<file path="src/rtl/ex_pkg.sv">
// rtl/ex_pkg.sv - shared RV32 opcode and ALU opcode constants plus the issue payload type
package ex_pkg;

    localparam logic [6:0] OP_R     = 7'b0110011;
    localparam logic [6:0] OP_I     = 7'b0010011;
    localparam logic [6:0] F7_BASE  = 7'b0000000;
    localparam logic [6:0] F7_ALT   = 7'b0100000;

    typedef enum logic [3:0] {
        ALU_ADD = 4'b0000,
        ALU_SUB = 4'b0001,
        ALU_AND = 4'b0010,
        ALU_OR  = 4'b0100,
        ALU_XOR = 4'b1000,
        ALU_SRL = 4'b1001,
        ALU_SLL = 4'b1010
    } alu_op_e;

    // Everything the ALU needs for one instruction, kept together so the
    // output register and the skid entry are the same shape.
    typedef struct packed {
        logic [31:0] a;
        logic [31:0] b;
        logic [3:0]  ctrl;
        logic [4:0]  rd;
        logic        we;
        logic        illegal;
    } issue_t;

endpackage

</file>
<file path="src/rtl/ex_issue_decode.sv">
// rtl/ex_issue_decode.sv - combinational RV32 R/I ALU decode to operands and ALU opcode
// Ports: instr_i/rs1_i/rs2_i in; a_o/b_o operands, ctrl_o ALU opcode, rd_o, we_o, illegal_o out.
module ex_issue_decode
    import ex_pkg::*;
(
    input  logic [31:0] instr_i,
    input  logic [31:0] rs1_i,
    input  logic [31:0] rs2_i,
    output logic [31:0] a_o,
    output logic [31:0] b_o,
    output logic [3:0]  ctrl_o,
    output logic [4:0]  rd_o,
    output logic        we_o,
    output logic        illegal_o
);

    logic [6:0]  opcode;
    logic [6:0]  funct7;
    logic [2:0]  funct3;
    logic [31:0] imm_s;
    logic [31:0] shamt;
    logic [31:0] b_raw;
    alu_op_e     op;
    logic        legal;
    logic        unused_rs1_idx;

    assign opcode = instr_i[6:0];
    assign funct3 = instr_i[14:12];
    assign funct7 = instr_i[31:25];
    assign imm_s  = {{20{instr_i[31]}}, instr_i[31:20]};
    assign shamt  = {27'd0, instr_i[24:20]};

    // Register indices are resolved upstream; only the data arrives here.
    assign unused_rs1_idx = ^instr_i[19:15];

    always_comb begin
        legal = 1'b0;
        op    = ALU_ADD;
        b_raw = rs2_i;
        case (opcode)
            OP_R: begin
                if (funct7 == F7_BASE) begin
                    legal = 1'b1;
                    case (funct3)
                        3'b000:  op = ALU_ADD;
                        3'b111:  op = ALU_AND;
                        3'b110:  op = ALU_OR;
                        3'b100:  op = ALU_XOR;
                        3'b101:  op = ALU_SRL;
                        3'b001:  op = ALU_SLL;
                        default: legal = 1'b0;
                    endcase
                end else if (funct7 == F7_ALT && funct3 == 3'b000) begin
                    legal = 1'b1;
                    op    = ALU_SUB;
                end
            end
            OP_I: begin
                legal = 1'b1;
                b_raw = imm_s;
                case (funct3)
                    3'b000: op = ALU_ADD;
                    3'b111: op = ALU_AND;
                    3'b110: op = ALU_OR;
                    3'b100: op = ALU_XOR;
                    // Shift-immediates take a 5-bit shamt; a nonzero funct7
                    // (SRAI or junk) is not supported.
                    3'b001: begin
                        op    = ALU_SLL;
                        b_raw = shamt;
                        legal = (funct7 == F7_BASE);
                    end
                    3'b101: begin
                        op    = ALU_SRL;
                        b_raw = shamt;
                        legal = (funct7 == F7_BASE);
                    end
                    default: legal = 1'b0;
                endcase
            end
            default: legal = 1'b0;
        endcase
    end

    assign a_o       = legal ? rs1_i : 32'd0;
    assign b_o       = legal ? b_raw : 32'd0;
    assign ctrl_o    = legal ? op : ALU_ADD;
    assign rd_o      = instr_i[11:7];
    assign we_o      = legal && (rd_o != 5'd0);
    assign illegal_o = !legal;

endmodule

</file>
<file path="src/rtl/ex_issue.sv">
// rtl/ex_issue.sv - execute issue stage: decode, register ALU operands, count issued instructions
// Ports: clk, rst (sync active-high), flush; in_valid/in_ready/in_instr/in_rs1_data/in_rs2_data upstream;
// out_valid/out_ready/out_a/out_b/out_alu_ctrl/out_rd/out_we/out_illegal downstream; issue_cnt.
// Build option: EX_ISSUE_SKID_EN adds a one-entry skid buffer and a registered in_ready.
module ex_issue
    import ex_pkg::*;
#(
    parameter int CNT_W = 16
) (
    input  logic             clk,
    input  logic             rst,
    input  logic             flush,
    input  logic             in_valid,
    output logic             in_ready,
    input  logic [31:0]      in_instr,
    input  logic [31:0]      in_rs1_data,
    input  logic [31:0]      in_rs2_data,
    output logic             out_valid,
    input  logic             out_ready,
    output logic [31:0]      out_a,
    output logic [31:0]      out_b,
    output logic [3:0]       out_alu_ctrl,
    output logic [4:0]       out_rd,
    output logic             out_we,
    output logic             out_illegal,
    output logic [CNT_W-1:0] issue_cnt
);

    logic [31:0] dec_a;
    logic [31:0] dec_b;
    logic [3:0]  dec_ctrl;
    logic [4:0]  dec_rd;
    logic        dec_we;
    logic        dec_illegal;
    issue_t      dec;

    issue_t           out_q, out_d;
    logic             out_valid_q, out_valid_d;
    logic [CNT_W-1:0] cnt_q, cnt_d;
    logic             in_fire;
    logic             out_fire;

    ex_issue_decode u_decode (
        .instr_i   (in_instr),
        .rs1_i     (in_rs1_data),
        .rs2_i     (in_rs2_data),
        .a_o       (dec_a),
        .b_o       (dec_b),
        .ctrl_o    (dec_ctrl),
        .rd_o      (dec_rd),
        .we_o      (dec_we),
        .illegal_o (dec_illegal)
    );

    assign dec = '{a: dec_a, b: dec_b, ctrl: dec_ctrl, rd: dec_rd,
                   we: dec_we, illegal: dec_illegal};

`ifdef EX_ISSUE_SKID_EN
    issue_t skid_q, skid_d;
    logic   skid_valid_q, skid_valid_d;
    logic   in_ready_q, in_ready_d;

    // Registered ready breaks the out_ready -> in_ready path; the skid entry
    // absorbs the one instruction that may arrive while the output stalls.
    assign in_ready = in_ready_q;
`else
    assign in_ready = !out_valid_q || out_ready;
`endif

    assign in_fire  = in_valid && in_ready;
    assign out_fire = out_valid_q && out_ready;

    always_comb begin
        out_d       = out_q;
        out_valid_d = out_valid_q;
        cnt_d       = cnt_q + CNT_W'(out_fire);
`ifdef EX_ISSUE_SKID_EN
        skid_d       = skid_q;
        skid_valid_d = skid_valid_q;
        if (!out_valid_q || out_fire) begin
            // Skid is older than anything on the input, so it goes first;
            // in_ready is low whenever skid is full, so no input competes.
            if (skid_valid_q) begin
                out_d        = skid_q;
                out_valid_d  = 1'b1;
                skid_valid_d = 1'b0;
            end else begin
                out_valid_d = in_fire;
                if (in_fire) begin
                    out_d = dec;
                end
            end
        end else if (in_fire) begin
            skid_d       = dec;
            skid_valid_d = 1'b1;
        end
        if (flush) begin
            out_valid_d  = 1'b0;
            skid_valid_d = 1'b0;
        end
        in_ready_d = !skid_valid_d;
`else
        if (in_fire) begin
            out_d       = dec;
            out_valid_d = 1'b1;
        end else if (out_fire) begin
            out_valid_d = 1'b0;
        end
        if (flush) begin
            out_valid_d = 1'b0;
        end
`endif
    end

    always_ff @(posedge clk) begin
        if (rst) begin
            out_q        <= '0;
            out_valid_q  <= 1'b0;
            cnt_q        <= '0;
`ifdef EX_ISSUE_SKID_EN
            skid_q       <= '0;
            skid_valid_q <= 1'b0;
            in_ready_q   <= 1'b1;
`endif
        end else begin
            out_q        <= out_d;
            out_valid_q  <= out_valid_d;
            cnt_q        <= cnt_d;
`ifdef EX_ISSUE_SKID_EN
            skid_q       <= skid_d;
            skid_valid_q <= skid_valid_d;
            in_ready_q   <= in_ready_d;
`endif
        end
    end

    assign out_valid    = out_valid_q;
    assign out_a        = out_q.a;
    assign out_b        = out_q.b;
    assign out_alu_ctrl = out_q.ctrl;
    assign out_rd       = out_q.rd;
    assign out_we       = out_q.we;
    assign out_illegal  = out_q.illegal;
    assign issue_cnt    = cnt_q;

endmodule

</file>
<file path="config.mk">
export PLATFORM = sky130hd
export DESIGN_NAME = ex_issue
export DESIGN_NICKNAME = d
export VERILOG_FILES = /design/src/rtl/ex_pkg.sv /design/src/rtl/ex_issue_decode.sv /design/src/rtl/ex_issue.sv
export SDC_FILE = /design/constraint.sdc
export NUM_CORES = 1
export LEC_CHECK = 0
export CORE_ASPECT_RATIO = 1.2
export CORE_MARGIN = 3
export CORE_UTILIZATION = 51
export CTS_BUF_LIST = sky130_fd_sc_hd__clkbuf_8
export DETAILED_ROUTE_END_ITERATION = 6
export DONT_BUFFER_PORTS = 1
export GPL_ROUTABILITY_DRIVEN = 0
export PLACE_DENSITY = 0.65
export SLEW_MARGIN = 20
export SYNTH_ARGS = -nofsm -noshare
export SYNTH_HDL_FRONTEND = slang
export SYNTH_SLANG_ARGS = --single-unit
</file>
<file path="constraint.sdc">
create_clock -name clk -period 1.97 [get_ports clk]
set_input_delay 0.197 -clock clk [delete_from_list [all_inputs] [get_ports clk]]
set_output_delay 0.197 -clock clk [all_outputs]
set_load 0.03 [all_outputs]
</file>
==> impl_results.html, run 1 <==
<table>
<tr><th>Metric</th><th>Value</th></tr>
<tr><th colspan="2">Logic synthesis</th></tr>
<tr><td>Ys async rst share</td><td>0%</td></tr>
<tr><td>Syn. warnings</td><td>0</td></tr>
<tr><td>Syn avg cell area</td><td>8.714 um2</td></tr>
<tr><td>Number of register bits inferred by synthesis</td><td>92</td></tr>
<tr><td>Post-synthesis instance area</td><td>0.004218 mm2</td></tr>
<tr><td>Most instantiated flip-flop cell in the synthesis netlist</td><td>dfxtp_1</td></tr>
<tr><td>Post-Syn Instances</td><td>484</td></tr>
<tr><td>Syn_nets</td><td>587</td></tr>
<tr><td>Count of distinct cell types in the synthesized netlist</td><td>53</td></tr>
<tr><td>Cell taking the most area after synthesis</td><td>dfxtp_1</td></tr>
<tr><td>Main area contributors after synthesis</td><td>dfxtp_1 44%, nand2_1 8.3%, a21oi_1 6.4%</td></tr>
<tr><td>Fraction of synthesized cell area taken by the top area cell type</td><td>43.67%</td></tr>
<tr><td>Register area share after synthesis</td><td>43.67%</td></tr>
<tr><td>Number of flops mapped to enable cells by yosys</td><td>0</td></tr>
<tr><th colspan="2">STA</th></tr>
<tr><td>Worst slew margin relative to its limit</td><td>72.02%</td></tr>
<tr><td>Worst slack on hold paths</td><td>-95.09 ps</td></tr>
<tr><td>Min Clock Period, post-route</td><td>1885 ps</td></tr>
<tr><td>Maximum clock skew at final layout</td><td>6.961 ps</td></tr>
<tr><td>Count of pins over their slew limit</td><td>0</td></tr>
<tr><td>Number of hold violations in the final report</td><td>75</td></tr>
<tr><td>Number of endpoints failing setup at the final stage</td><td>0</td></tr>
<tr><td>Worst Max-Slew Pin Slew</td><td>416.4 ps</td></tr>
<tr><td>Final period util</td><td>95.69%</td></tr>
<tr><td>Unrepaired setup endpoints after global routing</td><td>true</td></tr>
<tr><td>Least setup slack across all paths after layout</td><td>84.95 ps</td></tr>
<tr><td>Max Fclk</td><td>0.5305 GHz</td></tr>
<tr><th colspan="2">Global route</th></tr>
<tr><td>Global-route congestion overflow total</td><td>0</td></tr>
<tr><td>Number of global-route vias before repair</td><td>3,473</td></tr>
<tr><td>Global-route layer with the greatest usage</td><td>met2</td></tr>
<tr><td>Overall global routing resource usage</td><td>22.55%</td></tr>
<tr><td>Maximum number of pins on one net before global-route repair</td><td>92</td></tr>
<tr><td>Met3 demand-to-capacity share in global routing</td><td>7.897%</td></tr>
<tr><td>Wire length of the first global-routing pass</td><td>16,950 um</td></tr>
<tr><td>Met1 usage</td><td>25.89%</td></tr>
<tr><td>Number of antenna violations at the first check in global routing</td><td>0</td></tr>
<tr><td>Grt met2 use</td><td>37.79%</td></tr>
<tr><th colspan="2">Final layout</th></tr>
<tr><td>Ratio of cells with drive above 1 in the final layout</td><td>21.03%</td></tr>
<tr><td>Most frequent cells in the layout</td><td>93 x nand2_1, 91 x dfxtp_1, 54 x a21oi_1, 50 x o21ai_0, 25 x nor2_1</td></tr>
<tr><td>Fin cells</td><td>596</td></tr>
<tr><td>Most common library cell in the layout ignoring fill and taps</td><td>nand2_1</td></tr>
<tr><td>Area growth from synthesis to layout</td><td>10.50%</td></tr>
<tr><td>Diodes inserted</td><td>0</td></tr>
<tr><td>Final-stage net count</td><td>602</td></tr>
<tr><th colspan="2">Power and ir drop</th></tr>
<tr><td>Internal power component</td><td>2.533 mW</td></tr>
<tr><td>Peak supply drop</td><td>380.0 uV</td></tr>
<tr><td>Cell area power density</td><td>709.1 mW/mm2</td></tr>
<tr><td>Net Sw Frac</td><td>23.37%</td></tr>
<tr><td>Net switching power figure</td><td>0.7725 mW</td></tr>
<tr><td>Seq pwr share</td><td>57.3%</td></tr>
<tr><td>Leakage</td><td>1.722 nW</td></tr>
<tr><td>Clock power frac</td><td>37.8%</td></tr>
<tr><td>Logic gate share of total power</td><td>4.9%</td></tr>
<tr><th colspan="2">CTS</th></tr>
<tr><td>Clock-pin transition on the worst setup and hold timing paths</td><td>90 ps</td></tr>
<tr><td>H-tree Lvls</td><td>3</td></tr>
<tr><td>Insertion delay to the later sink of the worst-skew pair</td><td>350 ps</td></tr>
<tr><td>TritonCTS buffer count</td><td>9</td></tr>
<tr><td>Longest Clk Path Bufs</td><td>2</td></tr>
<tr><td>CTS Root Cell</td><td>clkbuf_8</td></tr>
<tr><td>Hold buffers post-CTS</td><td>17</td></tr>
<tr><td>CTS tree</td><td>built</td></tr>
<tr><td>Clock sink count</td><td>92</td></tr>
<tr><th colspan="2">Hold path</th></tr>
<tr><td>Min-Delay Path Depth</td><td>1</td></tr>
<tr><td>Hold EP</td><td>out_alu_ctrl[0]$_SDFFE_PP0P_</td></tr>
<tr><td>Hold Path Class</td><td>primary input to flop</td></tr>
<tr><td>Startpoint of the most critical hold path</td><td>rst</td></tr>
<tr><th colspan="2">Routing</th></tr>
<tr><td>Antenna Nets Post-Route</td><td>0</td></tr>
<tr><td>Detailed Routing Iterations Pass 1</td><td>4</td></tr>
<tr><td>Iteration-0 DRC count of the detailed router</td><td>173</td></tr>
<tr><td>Mean routed wirelength per cell</td><td>18.12 um</td></tr>
<tr><td>Vias per cell</td><td>5.829</td></tr>
<tr><td>Vias after detailed routing</td><td>3,474</td></tr>
<tr><td>Drt total wl</td><td>10,800 um</td></tr>
<tr><td>DR DRC count</td><td>0</td></tr>
<tr><th colspan="2">Die</th></tr>
<tr><td>Die ar.</td><td>0.009402 mm2</td></tr>
<tr><td>Die extent in y</td><td>105.6 um</td></tr>
<tr><td>Core area</td><td>0.007839 mm2</td></tr>
<tr><td>Die width</td><td>89.02 um</td></tr>
<tr><td>Rows</td><td>35</td></tr>
<tr><td>Starting density of the core</td><td>53.81%</td></tr>
<tr><td>Number of top-level design ports</td><td>194</td></tr>
<tr><th colspan="2">Worst setup path</th></tr>
<tr><td>CP max stage cell</td><td>dlygate4sd3_1</td></tr>
<tr><td>Data required time at the worst endpoint</td><td>2210 ps</td></tr>
<tr><td>R2r startpoint</td><td>out_valid$_SDFFE_PP0P_</td></tr>
<tr><td>Slack of the worst reg-to-reg path</td><td>80 ps</td></tr>
<tr><td>Chain of cells forming the critical path</td><td>and2_1 &gt; ha_2 &gt; ha_2 &gt; nand3_4 &gt; xnor2_1 &gt; nor2_1 &gt; dlygate4sd3_1</td></tr>
<tr><td>Element type at the critical path start</td><td>flop</td></tr>
<tr><td>Logic depth of the worst register-to-register path</td><td>7</td></tr>
<tr><td>Max stage delay on crit path</td><td>550 ps</td></tr>
<tr><td>Category of the worst setup path capture point</td><td>flop</td></tr>
<tr><td>Max Fanout on Critical Path</td><td>5</td></tr>
<tr><td>Data arrival time at the worst-slack endpoint</td><td>2130 ps</td></tr>
<tr><td>Critical path class</td><td>flop to flop</td></tr>
<tr><td>Most Frequent Cell on Critical Path</td><td>ha_2</td></tr>
<tr><td>Critical register-to-register path endpoint</td><td>issue_cnt[4]$_SDFF_PP0_</td></tr>
<tr><th colspan="2">Place</th></tr>
<tr><td>Post-place setup slack</td><td>230.6 ps</td></tr>
<tr><td>Detailed placer's ending HPWL</td><td>7192 um</td></tr>
<tr><td>Count of input and output buffers</td><td>0</td></tr>
<tr><td>Placed insts</td><td>562</td></tr>
<tr><th colspan="2">Run status</th></tr>
<tr><td>Failing checks</td><td>hold timing</td></tr>
<tr><td>Status</td><td>finished, violations left</td></tr>
<tr><th colspan="2">Run</th></tr>
<tr><td>Max_cap viols</td><td>0</td></tr>
</table>
[per-stage QoR]
step / power (mW) / util (%) / area, um2 / TNS, ps
CTS: 3.327 / 58.82 / 4611 / 0
floorplan: 2.081 / - / 4218 / 0
finish: 3.305 / 59.46 / 4661 / 0
global route: 3.438 / 59.46 / 4661 / -81.91
global placement: 2.071 / 54.21 / 4249 / 0
detailed placement: 2.073 / 54.21 / 4249 / 0
[flip-flops by register name, indices dropped and copies added (netlist names)]
name          count
out_b            32
issue_cnt        16
out_a            32
out_valid         1
out_alu_ctrl      4
out_we            1
out_rd            5
out_illegal       1
[critical path, delay by kind of cell, from the launching register on]
family	cells	cell delay [ps]
xor gates and xnor gates	1	170
adders and majority gates	2	420
and+or+nand+nor	3	290
buffers and inverters	1	550
DFF	1	350
[cells by family after synthesis]
family	count (synthesis)	share of synthesized area (%)
adder cells (fa/ha/maj)	2	0.5932
flip-flops	92	43.67
AO/OA/AOI/OAI	170	26.22
AND/OR/NAND/NOR	162	18.45
buffers and inverters	40	7.030
multiplexers	5	1.335
XOR/XNOR	13	2.700
[synth_stat cells, types with 4 or more instances]
cell type  instances
mux2_2             5
nand3_1            7
a21oi_2           19
clkbuf_2           8
clkbuf_1          15
nor2_1            26
nand2_1           93
a21o_1            21
and2_2             6
o21ai_0           50
a21oi_1           54
dfxtp_1           92
o22ai_2            7
o21ai_2           13
xnor2_1            5
clkbuf_8           4
xor2_1             8
[worst max path at each step]
stage / startpoint / endpoint / slack, ps / cells after the start
6_report: out_valid$_SDFFE_PP0P_ / issue_cnt[4]$_SDFF_PP0_ / 80 / 7
5_1_grt: out_valid$_SDFFE_PP0P_ / issue_cnt[4]$_SDFF_PP0_ / -40 / 7
4_1_cts: out_valid$_SDFFE_PP0P_ / issue_cnt[4]$_SDFF_PP0_ / 40 / 7
3_5_place_dp: out_valid$_SDFFE_PP0P_ / issue_cnt[14]$_SDFF_PP0_ / 230 / 8
3_3_place_gp: in_instr[26] / out_b[6]$_SDFFE_PP0P_ / 300 / 6
2_1_floorplan: out_valid$_SDFFE_PP0P_ / out_b[14]$_SDFFE_PP0P_ / 30 / 7
[what timing repair did]
action	CTS	global route
resized for setup	0	12
endpoints found under the hold margin	92	76
buffers inserted	0	1
setup endpoints to repair	0	10
[layout make-up]
class | count | area [um2]
clock inverter | 7 | 67.56
timing repair buffer | 42 | 402.9
inverter | 2 | 7.507
sequential | 92 | 1843
fill | 716 | 3178
multi-input combinational | 352 | 2101
tap | 92 | 115.1
clock buffer | 9 | 123.9
[power groups by stage]
stage	Sequential, mW	Clock [mW]	Combinational, mW
floorplan	1.94	0	0.142
global placement	1.94	0	0.134
detailed placement	1.94	0	0.135
CTS	1.89	1.28	0.154
global route	1.90	1.36	0.178
finish	1.89	1.25	0.162
[metal layers]
metal	up-vias	routed length, um
met1	1632	4160
met3	26	995
li1	1677	-
met4	0	248
met5	-	0
met2	139	5396
(Power assumes the default switching activity.)
==> inputs of run 2 (changes only) <==
--- a/config.mk
+++ b/config.mk
@@ -7,13 +7,15 @@
 export LEC_CHECK = 0
 export CORE_ASPECT_RATIO = 1.2
 export CORE_MARGIN = 3
-export CORE_UTILIZATION = 51
+export CORE_UTILIZATION = 55
 export CTS_BUF_LIST = sky130_fd_sc_hd__clkbuf_8
 export DETAILED_ROUTE_END_ITERATION = 6
 export DONT_BUFFER_PORTS = 1
 export GPL_ROUTABILITY_DRIVEN = 0
-export PLACE_DENSITY = 0.65
+export PLACE_DENSITY = 0.69
+export REMOVE_ABC_BUFFERS = 1
 export SLEW_MARGIN = 20
 export SYNTH_ARGS = -nofsm -noshare
 export SYNTH_HDL_FRONTEND = slang
+export SYNTH_HIERARCHICAL = 1
 export SYNTH_SLANG_ARGS = --single-unit
==> run 2 against run 1 <==
Compared with the run above: the run now ends clean; area after synthesis increased by 6.3%; register-to-register slack about the same; cell count is 13% higher; sequential share of layout area shrank 3.0 points; fmax up 0.50%; routed wire length rose by 18%; flip-flop and latch count unchanged; worst setup slack improved by 9.3 ps; utilization grew 5.2 points; first-iteration DRC count increased by 45%; critical path depth shrank 1; critical path type unchanged; highest routed layer unchanged.
==> impl_results.html, run 2 <==
<table>
<tr><th>Metric</th><th>Value</th></tr>
<tr><th colspan="2">Run status</th></tr>
<tr><td>Status</td><td>complete, no violations</td></tr>
<tr><th colspan="2">CTS</th></tr>
<tr><td>TritonCTS buffer count</td><td>9</td></tr>
<tr><td>CTS tree</td><td>built</td></tr>
<tr><td>H-tree Lvls</td><td>3</td></tr>
<tr><td>CTS Root Cell</td><td>clkbuf_8</td></tr>
<tr><td>Buffers inserted by post-CTS timing repair</td><td>0</td></tr>
<tr><td>Longest Clk Path Bufs</td><td>2</td></tr>
<tr><td>Clock-pin transition on the worst setup and hold timing paths</td><td>100 ps</td></tr>
<tr><td>Clock sink count</td><td>92</td></tr>
<tr><td>Insertion delay to the later sink of the worst-skew pair</td><td>360 ps</td></tr>
<tr><th colspan="2">Logic synthesis</th></tr>
<tr><td>Most instantiated flip-flop cell in the synthesis netlist</td><td>dfxtp_1</td></tr>
<tr><td>Ys async rst share</td><td>0%</td></tr>
<tr><td>Post-Syn Instances</td><td>586</td></tr>
<tr><td>Number of register bits inferred by synthesis</td><td>92</td></tr>
<tr><td>Register area share after synthesis</td><td>41.07%</td></tr>
<tr><td>Cell with the most instances after synthesis</td><td>a21oi_1</td></tr>
<tr><td>Commonest cells in the synthesized netlist</td><td>106 x a21oi_1, 92 x dfxtp_1, 88 x nand3_1</td></tr>
<tr><td>Syn. warnings</td><td>6</td></tr>
<tr><td>Count of distinct cell types in the synthesized netlist</td><td>40</td></tr>
<tr><td>Post-synthesis instance area</td><td>0.004484 mm2</td></tr>
<tr><td>Main area contributors after synthesis</td><td>dfxtp_1 41%, a21oi_1 12%, nand3_1 9.8%</td></tr>
<tr><td>Syn avg cell area</td><td>7.652 um2</td></tr>
<tr><td>Cell taking the most area after synthesis</td><td>dfxtp_1</td></tr>
<tr><td>Number of flops mapped to enable cells by yosys</td><td>0</td></tr>
<tr><td>Fraction of synthesized cell area taken by the top area cell type</td><td>41.07%</td></tr>
<tr><th colspan="2">Worst setup path</th></tr>
<tr><td>Chain of cells forming the critical path</td><td>buf_4 &gt; and2b_2 &gt; inv_2 &gt; nand3_1 &gt; a21oi_1 &gt; dlygate4sd3_1</td></tr>
<tr><td>Data required time at the worst endpoint</td><td>2280 ps</td></tr>
<tr><td>Category of the worst setup path capture point</td><td>flop</td></tr>
<tr><td>Max Fanout on Critical Path</td><td>16</td></tr>
<tr><td>Top delay family on crit path</td><td>buffers and inverters</td></tr>
<tr><td>R2r startpoint</td><td>out_valid$_SDFFE_PP0P_</td></tr>
<tr><td>First element of the critical path</td><td>out_valid$_SDFFE_PP0P_</td></tr>
<tr><td>CP max stage cell</td><td>dlygate4sd3_1</td></tr>
<tr><td>Critical path class</td><td>flop to flop</td></tr>
<tr><td>Max stage delay on crit path</td><td>560 ps</td></tr>
<tr><td>Logic depth of the worst register-to-register path</td><td>6</td></tr>
<tr><td>Data arrival time at the worst-slack endpoint</td><td>2190 ps</td></tr>
<tr><td>Crit path depth</td><td>6</td></tr>
<tr><td>Element type at the critical path start</td><td>flop</td></tr>
<tr><td>Count of buffering cells on the critical path with inverters included</td><td>3</td></tr>
<tr><th colspan="2">STA</th></tr>
<tr><td>Final period util</td><td>95.21%</td></tr>
<tr><td>Max Fclk</td><td>0.5331 GHz</td></tr>
<tr><td>Min Clock Period, post-route</td><td>1876 ps</td></tr>
<tr><td>Unrepaired setup endpoints after global routing</td><td>true</td></tr>
<tr><td>Number of endpoints failing setup at the final stage</td><td>0</td></tr>
<tr><td>Worst Max-Slew Pin Slew</td><td>617.1 ps</td></tr>
<tr><td>Maximum clock skew at final layout</td><td>15.81 ps</td></tr>
<tr><td>Worst slew margin relative to its limit</td><td>58.72%</td></tr>
<tr><td>Worst slack on hold paths</td><td>22.12 ps</td></tr>
<tr><td>Number of hold violations in the final report</td><td>0</td></tr>
<tr><td>Count of pins over their slew limit</td><td>0</td></tr>
<tr><th colspan="2">Final layout</th></tr>
<tr><td>Most frequent cells in the layout</td><td>106 x a21oi_1, 92 x dfxtp_1, 88 x nand3_1, 78 x o21ai_0, 41 x nand2_1</td></tr>
<tr><td>Area growth from synthesis to layout</td><td>12.42%</td></tr>
<tr><td>Final-stage net count</td><td>677</td></tr>
<tr><td>Most common library cell in the layout ignoring fill and taps</td><td>a21oi_1</td></tr>
<tr><td>Fill cell count</td><td>687</td></tr>
<tr><td>Post-layout util</td><td>64.67%</td></tr>
<tr><td>Ratio of cells with drive above 1 in the final layout</td><td>12.46%</td></tr>
<tr><th colspan="2">Routing</th></tr>
<tr><td>Antenna Nets Post-Route</td><td>0</td></tr>
<tr><td>Drt total wl</td><td>12,760 um</td></tr>
<tr><td>Mean routed wirelength per cell</td><td>19.02 um</td></tr>
<tr><td>Vias after detailed routing</td><td>4,282</td></tr>
<tr><td>Detailed Routing Iterations Pass 1</td><td>5</td></tr>
<tr><td>DR DRC count</td><td>0</td></tr>
<tr><td>Vias per cell</td><td>6.382</td></tr>
<tr><td>Iteration-0 DRC count of the detailed router</td><td>250</td></tr>
<tr><th colspan="2">Die</th></tr>
<tr><td>Starting density of the core</td><td>57.53%</td></tr>
<tr><td>Die extent in y</td><td>104.9 um</td></tr>
<tr><td>Number of top-level design ports</td><td>194</td></tr>
<tr><td>Core area</td><td>0.007795 mm2</td></tr>
<tr><td>Die ar.</td><td>0.009278 mm2</td></tr>
<tr><td>Die width</td><td>88.43 um</td></tr>
<tr><td>Rows</td><td>35</td></tr>
<tr><th colspan="2">Hold path</th></tr>
<tr><td>Min-Delay Path Depth</td><td>3</td></tr>
<tr><td>Hold Path Class</td><td>primary input to flop</td></tr>
<tr><td>Startpoint of the most critical hold path</td><td>in_instr[13]</td></tr>
<tr><th colspan="2">Run</th></tr>
<tr><td>Max_cap viols</td><td>0</td></tr>
<tr><th colspan="2">Global route</th></tr>
<tr><td>Number of antenna violations at the first check in global routing</td><td>1</td></tr>
<tr><td>Number of global-route vias before repair</td><td>4,121</td></tr>
<tr><td>Wire length of the first global-routing pass</td><td>19,980 um</td></tr>
<tr><td>Overall global routing resource usage</td><td>26.78%</td></tr>
<tr><td>Global-route congestion overflow total</td><td>0</td></tr>
<tr><td>Maximum number of pins on one net before global-route repair</td><td>89</td></tr>
<tr><th colspan="2">Place</th></tr>
<tr><td>Detailed placer's ending HPWL</td><td>7500 um</td></tr>
<tr><td>Count of input and output buffers</td><td>0</td></tr>
<tr><th colspan="2">Power and ir drop</th></tr>
<tr><td>Peak supply drop</td><td>390.2 uV</td></tr>
<tr><td>Post-layout power</td><td>3.570 mW</td></tr>
<tr><td>Leakage</td><td>1.692 nW</td></tr>
<tr><td>Cell area power density</td><td>708.2 mW/mm2</td></tr>
</table>
## run 2: report_power, final
group          internal, mW  switching, mW
Combinational        0.0788          0.151
Sequential             1.87         0.0236
Clock                 0.761          0.688
## run 2: worst paths after layout
| kind | end | slack, ps |
|---|---|---|
| worst min-delay path | out_alu_ctrl[3]$_SDFFE_PP0P_ | 20 |
| worst max register to register | out_rd[2]$_SDFFE_PP0P_ | 90 |
| worst max-delay path | out_rd[2]$_SDFFE_PP0P_ | 90 |
| worst min register to register | issue_cnt[9]$_SDFF_PP0_ | 560 |
## run 2: through the flow
step	std cells	worst slack [ps]	TNS (ps)	instance area, um2
after floorplan	525	-2052	-140160	4217
after global placement	641	37.20	0	4607
after detailed placement	641	-26.29	-31.85	4607
after CTS	669	10.75	0	4992
after global routing	671	-3.754	-3.754	5041
final	671	94.29	0	5041
## run 2: cell families (layout without fill, tap and decap cells)
| family | Yosys count | after routing | synth area share, % |
|---|---|---|---|
| AOI/OAI and AO/OA | 203 | 203 | 24.27 |
| xor gates and xnor gates | 3 | 3 | 0.5860 |
| adders and majority gates | 3 | 3 | 0.8371 |
| buffers and inverters | 68 | 60 | 6.557 |
| DFF | 92 | 92 | 41.07 |
| muxes | 4 | 4 | 1.004 |
| other | 0 | 1 | 0 |
| and+or+nand+nor | 213 | 213 | 25.67 |
## run 2: repair_timing
item                                   CTS  global route
endpoints found under the hold margin   88             0
setup endpoints to repair                1             2
hold buffers                            12             0
gates resized for setup                  1             3
gates cloned                             0             1
## run 2: tightest hold or removal path, stage by stage
cell and delay, ps:
nor4_2 20, nand3_1 60, a21oi_1 50
## run 2: cell type report
cell class                      count  area (um2)  share of cell area, %
Multi-Input combinational cell    426        2396                  47.53
Sequential cell                    92        1842                  36.54
Timing Repair Buffer               37       427.9                  8.488
Clock buffer                       10       137.6                  2.730
Tap cell                           92       115.1                  2.283
Inverter                            7       26.28                 0.5212
Clock inverter                      6       93.84                  1.862
Antenna cell                        1       2.502                0.04964
## run 2: per-layer routing
layer  GRT usage, %  share of wire, %  vias to the layer above
li1               -                 -                     2043
met4          9.935               2.0                        0
met1          30.53                38                     2029
met2          44.76                50                      189
met5              0                 0                        -
met3          10.09                10                       21
==> inputs of run 3 (changes only) <==
--- a/config.mk
+++ b/config.mk
@@ -9,6 +9,7 @@
 export CORE_MARGIN = 3
 export CORE_UTILIZATION = 55
 export CTS_BUF_LIST = sky130_fd_sc_hd__clkbuf_8
+export CTS_CLUSTER_SIZE = 8
 export DETAILED_ROUTE_END_ITERATION = 6
 export DONT_BUFFER_PORTS = 1
 export GPL_ROUTABILITY_DRIVEN = 0
@@ -19,3 +20,4 @@
 export SYNTH_HDL_FRONTEND = slang
 export SYNTH_HIERARCHICAL = 1
 export SYNTH_SLANG_ARGS = --single-unit
+export TNS_END_PERCENT = 20
==> results of run 3 <==
Final layout, timing and power as in run 2 (identical DEF).
